### src/rtl/digital_clock_dp.sv
// Digital clock datapath: loads time/alarm from a shared bus, counts hh:mm:ss
// from a prescaled clock, and drives an alarm FSM that raises ring on a match.
module digital_clock_dp #(
  parameter int unsigned TICKS_PER_SEC = 50_000_000,
  parameter int unsigned ALARM_LEN     = 30
) (
  input  logic       clk,
  input  logic       reset,
  input  logic       on,
  input  logic       ld_hr,
  input  logic       ld_min,
  input  logic       ld_sec,
  input  logic       ld_alarm_hr,
  input  logic       ld_alarm_min,
  input  logic       ld_alarm_sec,
  input  logic [5:0] data_in,
  input  logic       alarm_stop,
  output logic [4:0] hr,
  output logic [5:0] min,
  output logic [5:0] sec,
  output logic       sec_tick,
  output logic       alarm_armed,
  output logic       ring,
  output logic       load_err
);

  localparam int unsigned PW = $clog2(TICKS_PER_SEC);
  localparam int unsigned CW = $clog2(ALARM_LEN + 1);
  localparam logic [PW-1:0] PRESC_LAST = PW'(TICKS_PER_SEC - 1);
  localparam logic [CW-1:0] RING_INIT  = CW'(ALARM_LEN);

  typedef enum logic [1:0] {IDLE, ARMED, RINGING} alarm_state_t;

  alarm_state_t  state;
  logic [PW-1:0] presc;
  logic [CW-1:0] ring_cnt;
  logic [4:0]    al_hr;
  logic [5:0]    al_min, al_sec;
  logic          match_q, match_d, alarm_loaded;

  logic tick, hr_ok, ms_ok, any_ld, any_acc, match_c;
  logic sel_min, sel_sec, sel_ahr, sel_amin, sel_asec;
  logic acc_hr, acc_min, acc_sec, acc_ahr, acc_amin, acc_asec;
  logic [4:0] hr_nx;
  logic [5:0] min_nx, sec_nx;

  always_comb begin
    tick     = on && (presc == PRESC_LAST);
    hr_ok    = (data_in <= 6'd23);
    ms_ok    = (data_in <= 6'd59);
    sel_min  = !ld_hr && ld_min;
    sel_sec  = !ld_hr && !ld_min && ld_sec;
    sel_ahr  = !(ld_hr || ld_min || ld_sec) && ld_alarm_hr;
    sel_amin = !(ld_hr || ld_min || ld_sec || ld_alarm_hr) && ld_alarm_min;
    sel_asec = !(ld_hr || ld_min || ld_sec || ld_alarm_hr || ld_alarm_min) && ld_alarm_sec;
    acc_hr   = ld_hr && hr_ok;
    acc_min  = sel_min && ms_ok;
    acc_sec  = sel_sec && ms_ok;
    acc_ahr  = sel_ahr && hr_ok;
    acc_amin = sel_amin && ms_ok;
    acc_asec = sel_asec && ms_ok;
    any_ld   = ld_hr || ld_min || ld_sec || ld_alarm_hr || ld_alarm_min || ld_alarm_sec;
    any_acc  = acc_hr || acc_min || acc_sec || acc_ahr || acc_amin || acc_asec;
    match_c  = (hr == al_hr) && (min == al_min) && (sec == al_sec);
  end

  // Tick increment first, then an accepted load overrides just its own field.
  always_comb begin
    hr_nx  = hr;
    min_nx = min;
    sec_nx = sec;
    if (tick) begin
      sec_nx = (sec == 6'd59) ? '0 : sec + 6'd1;
      if (sec == 6'd59) begin
        min_nx = (min == 6'd59) ? '0 : min + 6'd1;
        if (min == 6'd59)
          hr_nx = (hr == 5'd23) ? '0 : hr + 5'd1;
      end
    end
    if (acc_hr)  hr_nx  = data_in[4:0];
    if (acc_min) min_nx = data_in;
    if (acc_sec) sec_nx = data_in;
  end

  always_ff @(posedge clk or posedge reset) begin
    if (reset) begin
      presc    <= '0;
      sec_tick <= 1'b0;
      load_err <= 1'b0;
      hr       <= '0;
      min      <= '0;
      sec      <= '0;
      al_hr    <= '0;
      al_min   <= '0;
      al_sec   <= '0;
    end else begin
      if (!on || tick || acc_sec)
        presc <= '0;
      else
        presc <= presc + PW'(1);
      sec_tick <= tick;
      load_err <= any_ld && !any_acc;
      hr       <= hr_nx;
      min      <= min_nx;
      sec      <= sec_nx;
      if (acc_ahr)  al_hr  <= data_in[4:0];
      if (acc_amin) al_min <= data_in;
      if (acc_asec) al_sec <= data_in;
    end
  end

  // After an alarm load, the delayed match copy is resynced to the new compare
  // so an alarm loaded equal to the current time does not look like a rising edge.
  always_ff @(posedge clk or posedge reset) begin
    if (reset) begin
      match_q      <= 1'b0;
      match_d      <= 1'b0;
      alarm_loaded <= 1'b0;
    end else begin
      match_q      <= match_c;
      match_d      <= alarm_loaded ? match_c : match_q;
      alarm_loaded <= acc_ahr || acc_amin || acc_asec;
    end
  end

  always_ff @(posedge clk or posedge reset) begin
    if (reset) begin
      state       <= IDLE;
      ring_cnt    <= '0;
      alarm_armed <= 1'b0;
      ring        <= 1'b0;
    end else if (acc_ahr || acc_amin) begin
      state       <= IDLE;
      ring_cnt    <= '0;
      alarm_armed <= 1'b0;
      ring        <= 1'b0;
    end else if (acc_asec) begin
      state       <= ARMED;
      ring_cnt    <= '0;
      alarm_armed <= 1'b1;
      ring        <= 1'b0;
    end else begin
      case (state)
        ARMED: begin
          if (on && match_q && !match_d) begin
            state    <= RINGING;
            ring_cnt <= RING_INIT;
            ring     <= 1'b1;
          end
        end
        RINGING: begin
          if (!on || alarm_stop || (tick && ring_cnt == CW'(1))) begin
            state    <= ARMED;
            ring_cnt <= '0;
            ring     <= 1'b0;
          end else if (tick) begin
            ring_cnt <= ring_cnt - CW'(1);
          end
        end
        default: state <= IDLE;
      endcase
    end
  end

endmodule

### config.mk
export PLATFORM = sky130hd
export DESIGN_NAME = digital_clock_dp
export DESIGN_NICKNAME = d
export VERILOG_FILES = /design/src/rtl/digital_clock_dp.sv
export SDC_FILE = /design/constraint.sdc
export NUM_CORES = 1
export LEC_CHECK = 0
export ABC_AREA = 1
export CORE_MARGIN = 1
export CORE_UTILIZATION = 51
export DETAILED_ROUTE_END_ITERATION = 8
export GPL_ROUTABILITY_DRIVEN = 0
export PLACE_DENSITY = 0.73
export SYNTH_ARGS = -nofsm -noshare
export SYNTH_HDL_FRONTEND = slang
export SYNTH_SLANG_ARGS = --single-unit
### constraint.sdc
create_clock -name clk -period 5.85 [get_ports clk]
set_input_delay 1.17 -clock clk [delete_from_list [all_inputs] [get_ports clk]]
set_output_delay 1.17 -clock clk [all_outputs]
set_load 0.005 [all_outputs]
# Word-level counts from Yosys, hierarchy flattened
# Cells that the tools add are included.
[totals]
in_bits = 16
regBits = 74
[op_classes]
add_sub_neg = 5
n_eq_ne = 13
n_reduce_logical = 56
order_cmp = 2
n_mux = 32
[ops]
columns = ["operator", "count"]
rows = [
  ["$mux 5", 10],
  ["$mux 6", 7],
  ["$add 26x1->26 const B", 1],
  ["$eq 26x26->1 const B", 1],
  ["$mux 26", 1],
  ["$logic_and 1x1->1", 19],
  ["$logic_or 1x1->1", 16],
  ["$reduce_bool 2->1", 7],
  ["$add 6x1->6 const B", 2],
  ["$eq 6x6->1", 2],
  ["$eq 6x6->1 const B", 2],
  ["$pmux 5 s2", 1],
  ["$reduce_and 3->1", 3],
  ["$logic_not 1->1", 8],
  ["$mux 2", 4],
  ["$ne 4x4->1 const B", 2],
  ["$mux 1", 7],
  ["$le 6x5->1 const B", 1],
  ["$le 6x6->1 const B", 1],
  ["$add 5x1->5 const B", 1],
  ["$eq 5x1->1 const B", 1],
  ["$eq 5x5->1", 1],
  ["$eq 5x5->1 const B", 1],
  ["$ne 5x5->1 const B", 1],
  ["7 further kinds", 8],
]

# Longest topological paths before layout
[logic_depth]
word_depth = 10
depth_mapped = 12

# Worst setup path before layout
# Ideal clock, no wire load.
[synth_path]
path_type = "input to register"
startpoint = "in data_in[3]"
endpoint = "reg ring_cnt[0]"
slack_ps = 3572
n_path_buf = 0
required_time_ps = 5732
arrival_ps = 2160
path_stages = 12
cell_sequence = "nand2_1 -> inv_2 -> nor2_2 -> nand2_1 -> nor2_4 -> nor2_4 -> nand2_2 -> nor2_4 -> nor2_4 -> nand2_4 -> nand2_1 -> nand2_1"
[synth_between]
elab_chain_cells = 5
word_cells_on_any_way = 12
[synth_lines]
columns = ["element", "line", "text"]
rows = [
  ["start, declared", "16", "input logic [5:0] data_in,"],
  ["$le 6x5->1 / $le 6x6->1 (equally long branches)", "49, 50", ""],
  ["$logic_and 1x1->1, on equally long branches", "59, 60", ""],
  ["$logic_or 1x1->1", "132", "end else if (acc_ahr || acc_amin) begin"],
  ["$ne 5x5->1 (no line) (tied with other cells)", "n/a", ""],
  ["$reduce_and 3->1 (no line)", "n/a", ""],
  ["end signal, assigned", "157", "ring_cnt <= ring_cnt - CW'(1);"],
  ["end, declared", "36", "logic [CW-1:0] ring_cnt;"],
]
# Several ways; a longest one is shown, not always the timed one.
# A chain may end at the register's enable or synchronous reset.

# Final worst setup path
[layout_path]
startpoint = "in data_in[3]"
endpoint = "reg presc[13]"
[layout_between]
elab_chain_cells = 4
[layout_lines]
columns = ["element", "line", "text"]
rows = [
  ["$le 6x6->1", "50", "ms_ok = (data_in <= 6'd59);"],
  ["$logic_and 1x1->1", "58", "acc_sec = sel_sec && ms_ok;"],
  ["$logic_or 1x1->1", "97", "if (!on || tick || acc_sec)"],
  ["$mux 26", "97", ""],
  ["end signal, assigned", "100", "presc <= presc + PW'(1);"],
  ["end, declared", "35", "logic [PW-1:0] presc;"],
]
# Every way passes these cells.

==> results.tsv <==
metric	value	unit
outcome	finished, final reports clean	
Nets	638	
Hold Path Stages	1	
post-synth top area share	0.419	
post-detailed-placement half-perimeter wirelength	7580	microns
minimum clock period	3.00	ns
total gr overflow	0	
number of CTS-inserted buffers	9	
most common cell after layout, fill and taps aside	nand2_1	
worst r2r path cells	10	
Worst-Margin Slew	1.04	ns
CORE AREA	8300	sq um
total iterations of the first detailed-routing run	5	
Hold Vio Cnt, Final	0	
worst endpoint data arrival time	3.25	ns
crit path kind	in2reg	
insertion delay to the later sink of the worst-skew pair	0.36	ns
vias per inst	5.36	
fmax	0.334	GHz
static leakage	0.00238	uW
HP Start	alarm_loaded$_DFF_PP0_	
DRC violations left	0	
Final setup viols	0	
Syn Std Cell Area	4420	sq um
Pwr per Cell Area	316	nW/um^2
IO buf count	36	
met3 Track Usage GR	0.0526	
Root Buffer	clkbuf_8	
GRT met2 Usage	0.404	
synthesized area per cell	7.67	sq um
VDD IR-drop max	0.195	mV
DR vias	3887	
Crit. End Element	flop	
Post-synth EDFFs	0	
layout cell share with drive strength beyond 1	0.0790	
initial antenna violation count	0	
synthesis warning total	0	
crit path max fanout	25	
post-cts resize count	0	
met1 Usage GRT	0.332	
slew margin rel.	0.308	
H-tree Lvls	3	
first-pass GRT wire length	17400	microns
final WL	10300	microns
HP Class	reg2reg	
Pins Over Slew Limit	0	
R2R setup slack	3.81	ns
max-cap violations	0	
Fillers	739	
Seq/Total Area, Yosys	0.419	
FFs w/ async S/R, synth	1.00	
Clock Path Buffers	2	
setup TNS	0	ns
Die Height	95.1	microns
GRT Overall Usage	0.250	
RSZ-0062 raised after global routing	no	
commonest cells after routing, fill and taps aside	133 x nand2_1, 76 x nor2_1, 74 x dfrtp_1	
largest net degree at the start of global routing	52	
grt peak-use layer	met2	
Row Count	33	
Mapped Cells	577	
synthesized flop and latch total	74	
Post-CTS Hold Fix Bufs	0	
Post-CTS Setup Bufs	0	
most used flip-flop cell after synthesis	dfrtp_1	
capturing point of the worst reg2reg path	hr[1]$_DFFE_PP0P_	
starting density of the core	0.533	
Worst setup SP type	primary input	
initial DRC count	204	
vias in the first global route	3710	
WHS Endpoint	match_d$_DFF_PP0_	
clock skew	0.00893	ns
Synth area leader	dfrtp_1	
clock slew at reported path FFs	0.07	ns
Synth-to-Final Area Change	14.9	%
syn_nets	599	
Area contributors post-synth	dfrtp_1 42%, nand2_1 11%, nor2_1 6.4%	
r2r startpoint	presc[0]$_DFF_PP0_	
WL per Instance	14.2	microns
Req. time, crit path	6.10	ns
worst hold slack	0.458	ns
CTS Sinks	74	
post-route antenna net violation count	0	
post-synth cell types	38	
io pins	37	
diodes inserted	0	
DIE AREA	9050	sq um
CTS tree	yes	
crit share post-route	0.512	
die width	95.1	microns
-- synthesized netlist by cell type (6+ instances only) --
| library cell | number |
|---|---|
| nand2_1 | 133 |
| nor2_1 | 76 |
| dfrtp_1 | 74 |
| inv_1 | 64 |
| nand3_1 | 45 |
| o21ai_0 | 26 |
| xor2_1 | 25 |
| nor3_1 | 21 |
| nand4_1 | 14 |
| xnor2_1 | 13 |
| a21oi_1 | 10 |
| o22ai_1 | 9 |
| nor2_4 | 8 |
| nand2_2 | 7 |
| ha_1 | 6 |
-- cell type report --
cell class	count	area, sq um	area share
timing repair buffer	37	368	0.0724
inverter	67	251	0.0495
clock inverter	4	51.3	0.0101
tap	105	131	0.0258
multi-input combinational	427	2280	0.448
sequential	74	1850	0.364
clock buffer	11	151	0.0298
-- worst max-delay path, cell delays in order --
cell,delay (ns)
clkdlybuf4s50_1,0.52
nand2_1,0.10
inv_2,0.07
nand3_2,0.12
nand3_1,0.41
nand3_2,0.49
nor3b_1,0.35
-- state kept, by name (all words and copies together), names as in the netlist, 2 cells and up --
name      flops
hr            5
al_hr         5
min           6
presc        26
al_min        6
state         2
ring_cnt      5
sec           6
al_sec        6
-- routing by layer --
layer	routed length, microns	share of wire
met5	0	0
met4	229	0.022
met3	500	0.049
met2	4920	0.48
met1	4610	0.45
-- how the worst max path moves through the flow --
stage | startpoint | to
final | data_in[3] | presc[13]$_DFF_PP0_
after global routing | data_in[3] | presc[13]$_DFF_PP0_
after CTS | data_in[3] | presc[13]$_DFF_PP0_
after detailed placement | data_in[3] | presc[13]$_DFF_PP0_
after global placement | data_in[3] | presc[11]$_DFF_PP0_
after floorplan | reset | al_hr[0]$_DFFE_PP0P_
-- where the power goes --
part,internal [uW],leakage (uW),switching (uW)
clock network,218,0.000101,193
logic,239,0.00131,250
registers,600,0.000966,105
total,1060,0.00238,548
-- logic make-up after synthesis --
group / share of synthesized area
AOI/OAI and AO/OA: 0.0749
buffers and inverters: 0.0667
xor gates and xnor gates: 0.0752
DFF: 0.419
adders and majority gates: 0.0170
and+or+nand+nor: 0.348
-- metrics by stage --
stage               cells  setup slack, ns  total power (uW)  utilization  cell area (sq um)
floorplan             577             2.80              1030            -               4420
CTS                   725             2.83              1620        0.612               5080
global placement      710             2.59              1190        0.588               4880
global route          725             2.68              1720        0.612               5080
finish                725             2.85              1600        0.612               5080
detailed placement    710             2.46              1200        0.588               4880
Note: power is estimated with default switching activity, not from simulation.
